===== config.mk =====
export PLATFORM = sky130hd
export DESIGN_NAME = bit_id_sequencer
export DESIGN_NICKNAME = d
export VERILOG_FILES = /design/src/rtl/bit_id_sequencer.sv
export SDC_FILE = /design/constraint.sdc
export NUM_CORES = 1
export LEC_CHECK = 0
export BUFFER_PORTS_ARGS = -buffer_cell sky130_fd_sc_hd__buf_2
export CORE_MARGIN = 3
export CORE_UTILIZATION = 55
export DETAILED_ROUTE_END_ITERATION = 12
export HOLD_SLACK_MARGIN = 0.02
export PLACE_DENSITY = 0.76
export SLEW_MARGIN = 20
export SYNTH_ARGS = -nofsm -noshare
export SYNTH_HDL_FRONTEND = slang
export SYNTH_SLANG_ARGS = --single-unit

===== constraint.sdc =====
create_clock -name clk -period 10.59 [get_ports clk]
set_clock_uncertainty 0.2 [all_clocks]
set_input_delay 0.5295 -clock clk [delete_from_list [all_inputs] [get_ports clk]]
set_output_delay 0.5295 -clock clk [all_outputs]
set_load 0.05 [all_outputs]

===== src/rtl/bit_id_sequencer.sv =====
// Polar SC/SCL bit-index sequencer: runtime length 2^n, up/down, wrap or one-shot runs, bit-reversed view.
// Index, busy, done and wrap_count update one cycle after their cause; last and id_bitrev are combinational.
module bit_id_sequencer #(
   parameter int COUNTER_WIDTH = 10,
   parameter int LOGN_WIDTH    = 4,
   parameter int WRAP_WIDTH    = 8
) (
   input  logic                     clk,
   input  logic                     reset,
   input  logic [LOGN_WIDTH-1:0]    log2_n,
   input  logic                     load,
   input  logic [COUNTER_WIDTH-1:0] load_value,
   input  logic                     start,
   input  logic                     stop,
   input  logic                     advance,
   input  logic                     wrap_mode,
   input  logic                     down,
   output logic [COUNTER_WIDTH-1:0] id_count_value,
   output logic [COUNTER_WIDTH-1:0] id_bitrev,
   output logic                     busy,
   output logic                     last,
   output logic                     done,
   output logic [WRAP_WIDTH-1:0]    wrap_count
);

   typedef enum logic {IDLE, RUN} state_t;

   localparam logic [LOGN_WIDTH-1:0] N_MAX = LOGN_WIDTH'(COUNTER_WIDTH);

   state_t                   state_q;
   logic [COUNTER_WIDTH-1:0] id_q;
   logic [LOGN_WIDTH-1:0]    n_q;
   logic                     done_q;
   logic [WRAP_WIDTH-1:0]    wrap_q;

   logic [LOGN_WIDTH-1:0]    n_live;
   logic [LOGN_WIDTH-1:0]    n_act;
   logic [COUNTER_WIDTH-1:0] mask;
   logic [COUNTER_WIDTH-1:0] terminal;
   logic [COUNTER_WIDTH-1:0] first;
   logic [COUNTER_WIDTH-1:0] id_step_d;
   logic [COUNTER_WIDTH-1:0] rev_full;
   logic                     at_term;

   always_comb begin
      n_live = log2_n;
      if (log2_n == '0)
         n_live = LOGN_WIDTH'(1);
      else if (log2_n > N_MAX)
         n_live = N_MAX;
   end

   // n only tracks log2_n while idle; a run keeps the length it started with.
   assign n_act = (state_q == RUN) ? n_q : n_live;

   // At n == COUNTER_WIDTH the shift yields 0, so the subtraction gives all-ones.
   assign mask      = (COUNTER_WIDTH'(1) << n_act) - COUNTER_WIDTH'(1);
   assign terminal  = down ? '0 : mask;
   assign first     = down ? mask : '0;
   assign at_term   = (id_q == terminal);
   assign id_step_d = (down ? (id_q - COUNTER_WIDTH'(1)) : (id_q + COUNTER_WIDTH'(1))) & mask;

   // Reverse the whole word, then shift the low-n reversal down; stale high bits fall off the end.
   always_comb begin
      rev_full = '0;
      for (int i = 0; i < COUNTER_WIDTH; i++)
         rev_full[i] = id_q[COUNTER_WIDTH-1-i];
   end
   assign id_bitrev = rev_full >> (N_MAX - n_act);

   always_ff @(posedge clk or posedge reset) begin
      if (reset) begin
         state_q <= IDLE;
         id_q    <= '0;
         n_q     <= LOGN_WIDTH'(1);
         done_q  <= 1'b0;
         wrap_q  <= '0;
      end else begin
         done_q <= 1'b0;
         if (load)
            id_q <= load_value & mask;
         if (state_q == RUN && stop) begin
            state_q <= IDLE;
         end else if (state_q == IDLE && start) begin
            state_q <= RUN;
            wrap_q  <= '0;
            n_q     <= n_live;
            if (!load)
               id_q <= id_q & mask;
         end else if (state_q == RUN && advance && !load) begin
            if (!at_term) begin
               id_q <= id_step_d;
            end else begin
               id_q <= first;
               if (wrap_mode) begin
                  if (wrap_q != '1)
                     wrap_q <= wrap_q + WRAP_WIDTH'(1);
               end else begin
                  state_q <= IDLE;
                  done_q  <= 1'b1;
               end
            end
         end
      end
   end

   assign id_count_value = id_q;
   assign busy           = (state_q == RUN);
   assign last           = at_term;
   assign done           = done_q;
   assign wrap_count     = wrap_q;

endmodule

==> results.sh, run 1 <==
export IMPL_outcome="complete, no violations"
export IMPL_place_gp_congestion=0.925
export IMPL_diodes=0
export IMPL_viasPerCell=6.38
export IMPL_dpl_cell_area_um2=3290
export IMPL_ctsResizeCount=0
export IMPL_sw_frac_of_total_pct=54.8
export IMPL_antenna_found_initial=0
export IMPL_power_uw=759
export IMPL_antenna_left=0
export IMPL_slew_violations=0
export IMPL_grt_usage_pct=27.5
export IMPL_stdcell_area_um2=3360
export IMPL_power_leakage_uw=0.00152
export IMPL_synth_edf_count=0
export IMPL_dp_hpwl_mm=6.37
export IMPL_drc=0
export IMPL_crit_arrival_ns=5.40
export IMPL_setup_violations_final=0
export IMPL_die_x_um=80.3
export IMPL_start_util_pct=58.3
export IMPL_synthToLayoutAreaGrowth_pct=10.7
export IMPL_num_rows=26
export IMPL_grt_pass1_vias=2883
export IMPL_ir_worst_vdd_v=0.000146
export IMPL_drive_gt1_share_pct=17.1
export IMPL_postSynthAreaPerCell_um2=7.54
export IMPL_coreArea_um2=5200
export IMPL_synth_cells=402
export IMPL_clock_path_buffers=2
export IMPL_cts_tree="done"
export IMPL_tns_ns=0
export IMPL_ys_ff_latch=24
export IMPL_fin_nets=473
export IMPL_synth_net_count=440
export IMPL_fill_cells=470
export IMPL_synth_warnings=0
export IMPL_layout_commonest_cell="nand2_1"
export IMPL_synth_area_um2=3030
export IMPL_num_vias=3213
export IMPL_rsz0062_at_grt="no"
export IMPL_tightest_slew_ns=1.10
export IMPL_grt_max_degree=27
export IMPL_async_reset_ff_share_pct=100
export IMPL_seq_area_frac_synth_pct=19.8
export IMPL_htreeDepth=1
export IMPL_overflow=0
export IMPL_maxCapViolations=0
export IMPL_ff_latch_area_um2=602
export IMPL_drt_iter0_drc=283
export IMPL_cts_root_buf="clkbuf_8"
export IMPL_start_kind="flop"
export IMPL_ys_flop_type="dfrtp_1"
export IMPL_fp_dieH_um=80.3
export IMPL_netSwitchingPower_uw=416
export IMPL_internal_power_uw=343
export IMPL_die_area_um2=6440
export IMPL_drt_wl_total_mm=8.67
export IMPL_timing_fmax_mhz=163
export IMPL_p_seq_share_pct=20.8
export IMPL_critical_path_class="flop to output port"
export IMPL_cts_clk_slew_worst_paths_ns=0.10
export IMPL_cts_num_sinks=24
export IMPL_finalCritPeriodShare_pct=57.9
export IMPL_maxSlewHeadroom_pct=26.7
export IMPL_cts_hold_buf=0
export IMPL_path_max_fanout=25
export IMPL_worstSkewPairLatency_ns=0.28
export IMPL_multi_input_area_um2=2270
export IMPL_fin_util_pct=64.5
export IMPL_final_cell_mix="nand2_1 (54), buf_2 (52), nor2_1 (31)"
export IMPL_worst_endpoint_required_ns=9.86
export IMPL_power_share_clock_pct=11.3
export IMPL_hold_viol_final=0
export IMPL_dr_pass1_iters=7
export IMPL_io_pin_count=53
export IMPL_ys_types=71
export IMPL_cts_setup_buffers=0
export IMPL_combPwrFrac_pct=67.9
export IMPL_p_per_area_nw_per_um2=226
export IMPL_routedWlPerCell_um=17.2
export IMPL_min_period_ns=6.13
export IMPL_grt_pass1_wl_mm=14.0
export IMPL_end_kind="output port"
export IMPL_min_path_type="primary input to async pin"
export IMPL_cts_buffers_inserted=3
export IMPL_port_buffer_count=52
==> cell type report <==
class	instances	area share (%)
timing repair buffer	54	8.20
tap	70	2.61
clock inverter	1	0.894
multi-input combinational	337	67.5
clock buffer	3	1.23
sequential	24	17.9
inverter	15	1.68
==> through the flow <==
step | std cells | hold slack, ns | setup WS, ns
2_1_floorplan | 402 | 0.245 | 3.02
3_3_place_gp | 500 | 0.269 | 4.71
3_5_place_dp | 500 | 0.284 | 4.48
4_1_cts | 504 | 0.230 | 4.53
5_1_grt | 504 | 0.181 | 4.10
6_report | 504 | 0.128 | 4.46
==> synthesized netlist by cell type (all sizes together) (3+ instances only) <==
cell type,n,area (um2)
nor2,31,116
a21oi,24,120
buf,6,33.8
o21ai,30,150
and3,5,31.3
clkbuf,20,75.1
mux4,4,90.1
o22ai,5,31.3
o211ai,3,22.5
nor3,10,55.1
or3,5,31.3
or2,3,18.8
and2,7,43.8
nor3b,4,35.0
nor2b,6,37.5
dfrtp,23,576
o31ai,9,67.6
or4,3,22.5
a31oi,6,37.5
inv,15,56.3
mux2i,16,160
nand3,14,75.1
a222oi,3,30.0
a21o,5,37.5
ha,15,188
nand2,54,203
a2111oi,4,53.8
nand2b,8,50.1
xnor2,10,87.6
o21a,4,30.0
xor2,5,43.8
==> power by group through the flow <==
stage	Clock [uW]	Combinational [uW]	Sequential, uW
2_1_floorplan	0	376	178
3_3_place_gp	0	502	157
3_5_place_dp	0	507	158
4_1_cts	87.6	509	156
5_1_grt	90.1	558	162
6_report	85.9	515	158
==> cell families (layout without fill, tap and decap cells) <==
group                    count (synthesis)  after routing  synth area share, %
flip-flops                              24             24                 19.8
adder cells (fa/ha/maj)                 16             16                 6.85
buffers and inverters                   41             73                 5.44
AO/OA/AOI/OAI                          120            120                 26.9
XOR/XNOR                                15             15                 4.33
multiplexers                            22             22                 8.99
AND/OR/NAND/NOR                        164            164                 27.6
==> registers in the layout, indices dropped and copies added (netlist names) <==
register / count
wrap_count: 8
done: 1
n_q: 4
busy: 1
id_count_value: 10
==> critical path, stage by stage (launching register included) <==
cell and delay [ns]:
dfrtp_1 0.88, nor2_1 0.10, a21oi_1 0.15, buf_4 0.25
ha_1 0.53, and2_1 0.31, inv_1 0.06, ha_1 0.34
nor3b_1 0.22, a31oi_1 0.31, mux2i_1 0.22, a21oi_1 0.06
or4_1 0.59, a2111oi_0 0.67, buf_2 0.39
==> worst paths after layout <==
| path | cells past startpoint | endpoint | from | slack [ns] |
|---|---|---|---|---|
| min in group clk | 2 | done | wrap_mode | 0.24 |
| worst max register to register | 16 | wrap_count[7] | busy | 4.53 |
| worst max-delay path | 14 | last | busy | 4.46 |
| worst min register to register | 2 | n_q[0] | n_q[0] | 0.30 |
| max in group asynchronous | 2 | id_count_value[0] | reset | 9.62 |
| worst min-delay path | 2 | done | reset | 0.13 |
==> metal layers <==
metal  up-vias  track usage [%]  share of wire [%]  wire length (um)
li1       1549                -                  -                 -
met1      1513             39.4                 45              3920
met2       133             43.3                 47              4060
met3        18             3.03                6.1               528
met4         0             8.28                1.9               163
met5         -                0                  0                 0
(Power assumes the default switching activity.)
==> run 2, diff against run 1 <==
Settings changed: CORE_UTILIZATION 55 to 52, PLACE_DENSITY 0.76 to 0.75.
Clock period 10.59 ns to 5.3 ns, I/O delays scaled along.
==> results.sh, run 2 (same netlist as run 1, synthesis figures left out) <==
export IMPL_grt_usage_pct=26.8
export IMPL_cts_num_sinks=24
export IMPL_htreeDepth=1
export IMPL_power_uw=1540
export IMPL_start_util_pct=54.4
export IMPL_rsz0062_at_grt="no"
export IMPL_dr_pass1_iters=5
export IMPL_slew_violations=0
export IMPL_diodes=0
export IMPL_ctsResizeCount=0
export IMPL_worstSkewPairLatency_ns=0.27
export IMPL_tightest_slew_ns=0.948
export IMPL_place_gp_congestion=0.900
export IMPL_cts_buffers_inserted=3
export IMPL_dp_hpwl_mm=6.60
export IMPL_timing_fmax_mhz=204
export IMPL_crit_arrival_ns=4.87
export IMPL_clock_path_buffers=2
export IMPL_cts_clk_slew_worst_paths_ns=0.09
export IMPL_grt_max_degree=27
export IMPL_maxCapViolations=0
export IMPL_cts_tree="done"
export IMPL_routedWlPerCell_um=17.2
export IMPL_layout_commonest_cell="nand2_1"
export IMPL_drt_iter0_drc=327
export IMPL_final_cell_mix="nand2_1 (54), buf_2 (52), nor2_1 (31)"
export IMPL_drt_wl_total_mm=8.82
export IMPL_fin_nets=479
export IMPL_power_leakage_uw=0.00155
export IMPL_grt_pass1_vias=2878
export IMPL_largest_reg_flops=10
export IMPL_num_vias=3200
export IMPL_multi_input_area_um2=2290
export IMPL_end_kind="flop"
export IMPL_tns_ns=0
export IMPL_start_kind="flop"
export IMPL_ir_worst_vdd_v=0.000374
export IMPL_drc=0
export IMPL_die_x_um=82.4
export IMPL_maxSlewHeadroom_pct=36.7
export IMPL_worst_endpoint_required_ns=5.27
export IMPL_critical_path_class="flop to flop"
export IMPL_hold_viol_final=0
export IMPL_overflow=0
export IMPL_drive_gt1_share_pct=18.4
export IMPL_synthToLayoutAreaGrowth_pct=13.2
export IMPL_antenna_left=0
export IMPL_cts_root_buf="clkbuf_8"
export IMPL_port_buffer_count=52
export IMPL_die_area_um2=6780
export IMPL_fill_cells=516
export IMPL_path_max_fanout=25
export IMPL_io_pin_count=53
export IMPL_ff_latch_area_um2=603
export IMPL_p_per_area_nw_per_um2=447
export IMPL_setup_violations_final=0
export IMPL_outcome="complete, no violations"
export IMPL_antenna_found_initial=0
export IMPL_num_rows=27
export IMPL_grt_pass1_wl_mm=14.1
export IMPL_coreArea_um2=5570
export IMPL_viasPerCell=6.25
export IMPL_min_path_type="primary input to flop"
export IMPL_min_period_ns=4.89
export IMPL_fp_dieH_um=82.4
export IMPL_finalCritPeriodShare_pct=92.3
## run 2: timing repair
| item | 4_1_cts | 5_1_grt |
|---|---|---|
| endpoints found under the hold margin | 14 | 0 |
| setup endpoints to repair | 0 | 0 |
| hold buffers | 2 | 0 |
| buffers inserted | 0 | 0 |
## run 2: where the power goes
group / switching [uW] / internal [uW]
clock: 64.2 / 101
sequential: 101 / 216
combinational: 679 / 376
## run 2: final cells by class
| class | count | share of cell area, % |
|---|---|---|
| multi-input cells | 337 | 66.6 |
| flip-flops and latches | 24 | 17.6 |
| repair buffers | 60 | 9.47 |
| well taps | 72 | 2.62 |
| inverters | 15 | 1.64 |
| clock buffers | 3 | 1.20 |
| clock inverters | 1 | 0.874 |
## run 2: routing by layer
| layer | part of all wire [%] | track usage (%) |
|---|---|---|
| met5 | 0 | 0 |
| met4 | 2.1 | 8.64 |
| met2 | 47 | 42.5 |
| met1 | 43 | 37.6 |
| met3 | 7.7 | 3.69 |
## run 2: worst max-delay path, cell delays in order, from the launching register on
cell	delay (ns)
dfrtp_2	0.65
mux2i_1	0.48
ha_1	0.25
and2_1	0.24
inv_1	0.07
ha_1	0.19
buf_4	0.19
or3_1	0.40
nand3_1	0.10
a2111oi_0	0.09
or4_1	0.66
a2111oi_4	0.43
buf_4	0.29
nand2_1	0.16
o21a_1	0.17
o32ai_1	0.22
## run 2: metrics by stage
step | setup slack [ns] | utilization [%] | hold WS [ns] | instances | cell area (um2)
final | 0.408 | 61.6 | 0.0343 | 512 | 3430
after global routing | 0.0682 | 61.6 | 0.0705 | 512 | 3430
after CTS | 0.415 | 61.6 | 0.0388 | 512 | 3430
after detailed placement | 0.379 | 60.0 | 0.263 | 506 | 3340
after global placement | 0.448 | 60.0 | 0.261 | 506 | 3340
after floorplan | 0.0884 | - | 0.0788 | 402 | 3060
## run 2: worst paths after layout
path,cells past startpoint,endpoint,slack (ns),startpoint
worst max-delay path,15,id_count_value[0],0.41,busy
worst min-delay path,3,id_count_value[9],0.03,load_value[9]
worst min register to register,2,n_q[1],0.30,n_q[1]
worst max register to register,15,id_count_value[0],0.41,busy
max in group asynchronous,3,busy,3.73,reset
min in group asynchronous,3,n_q[3],0.54,reset
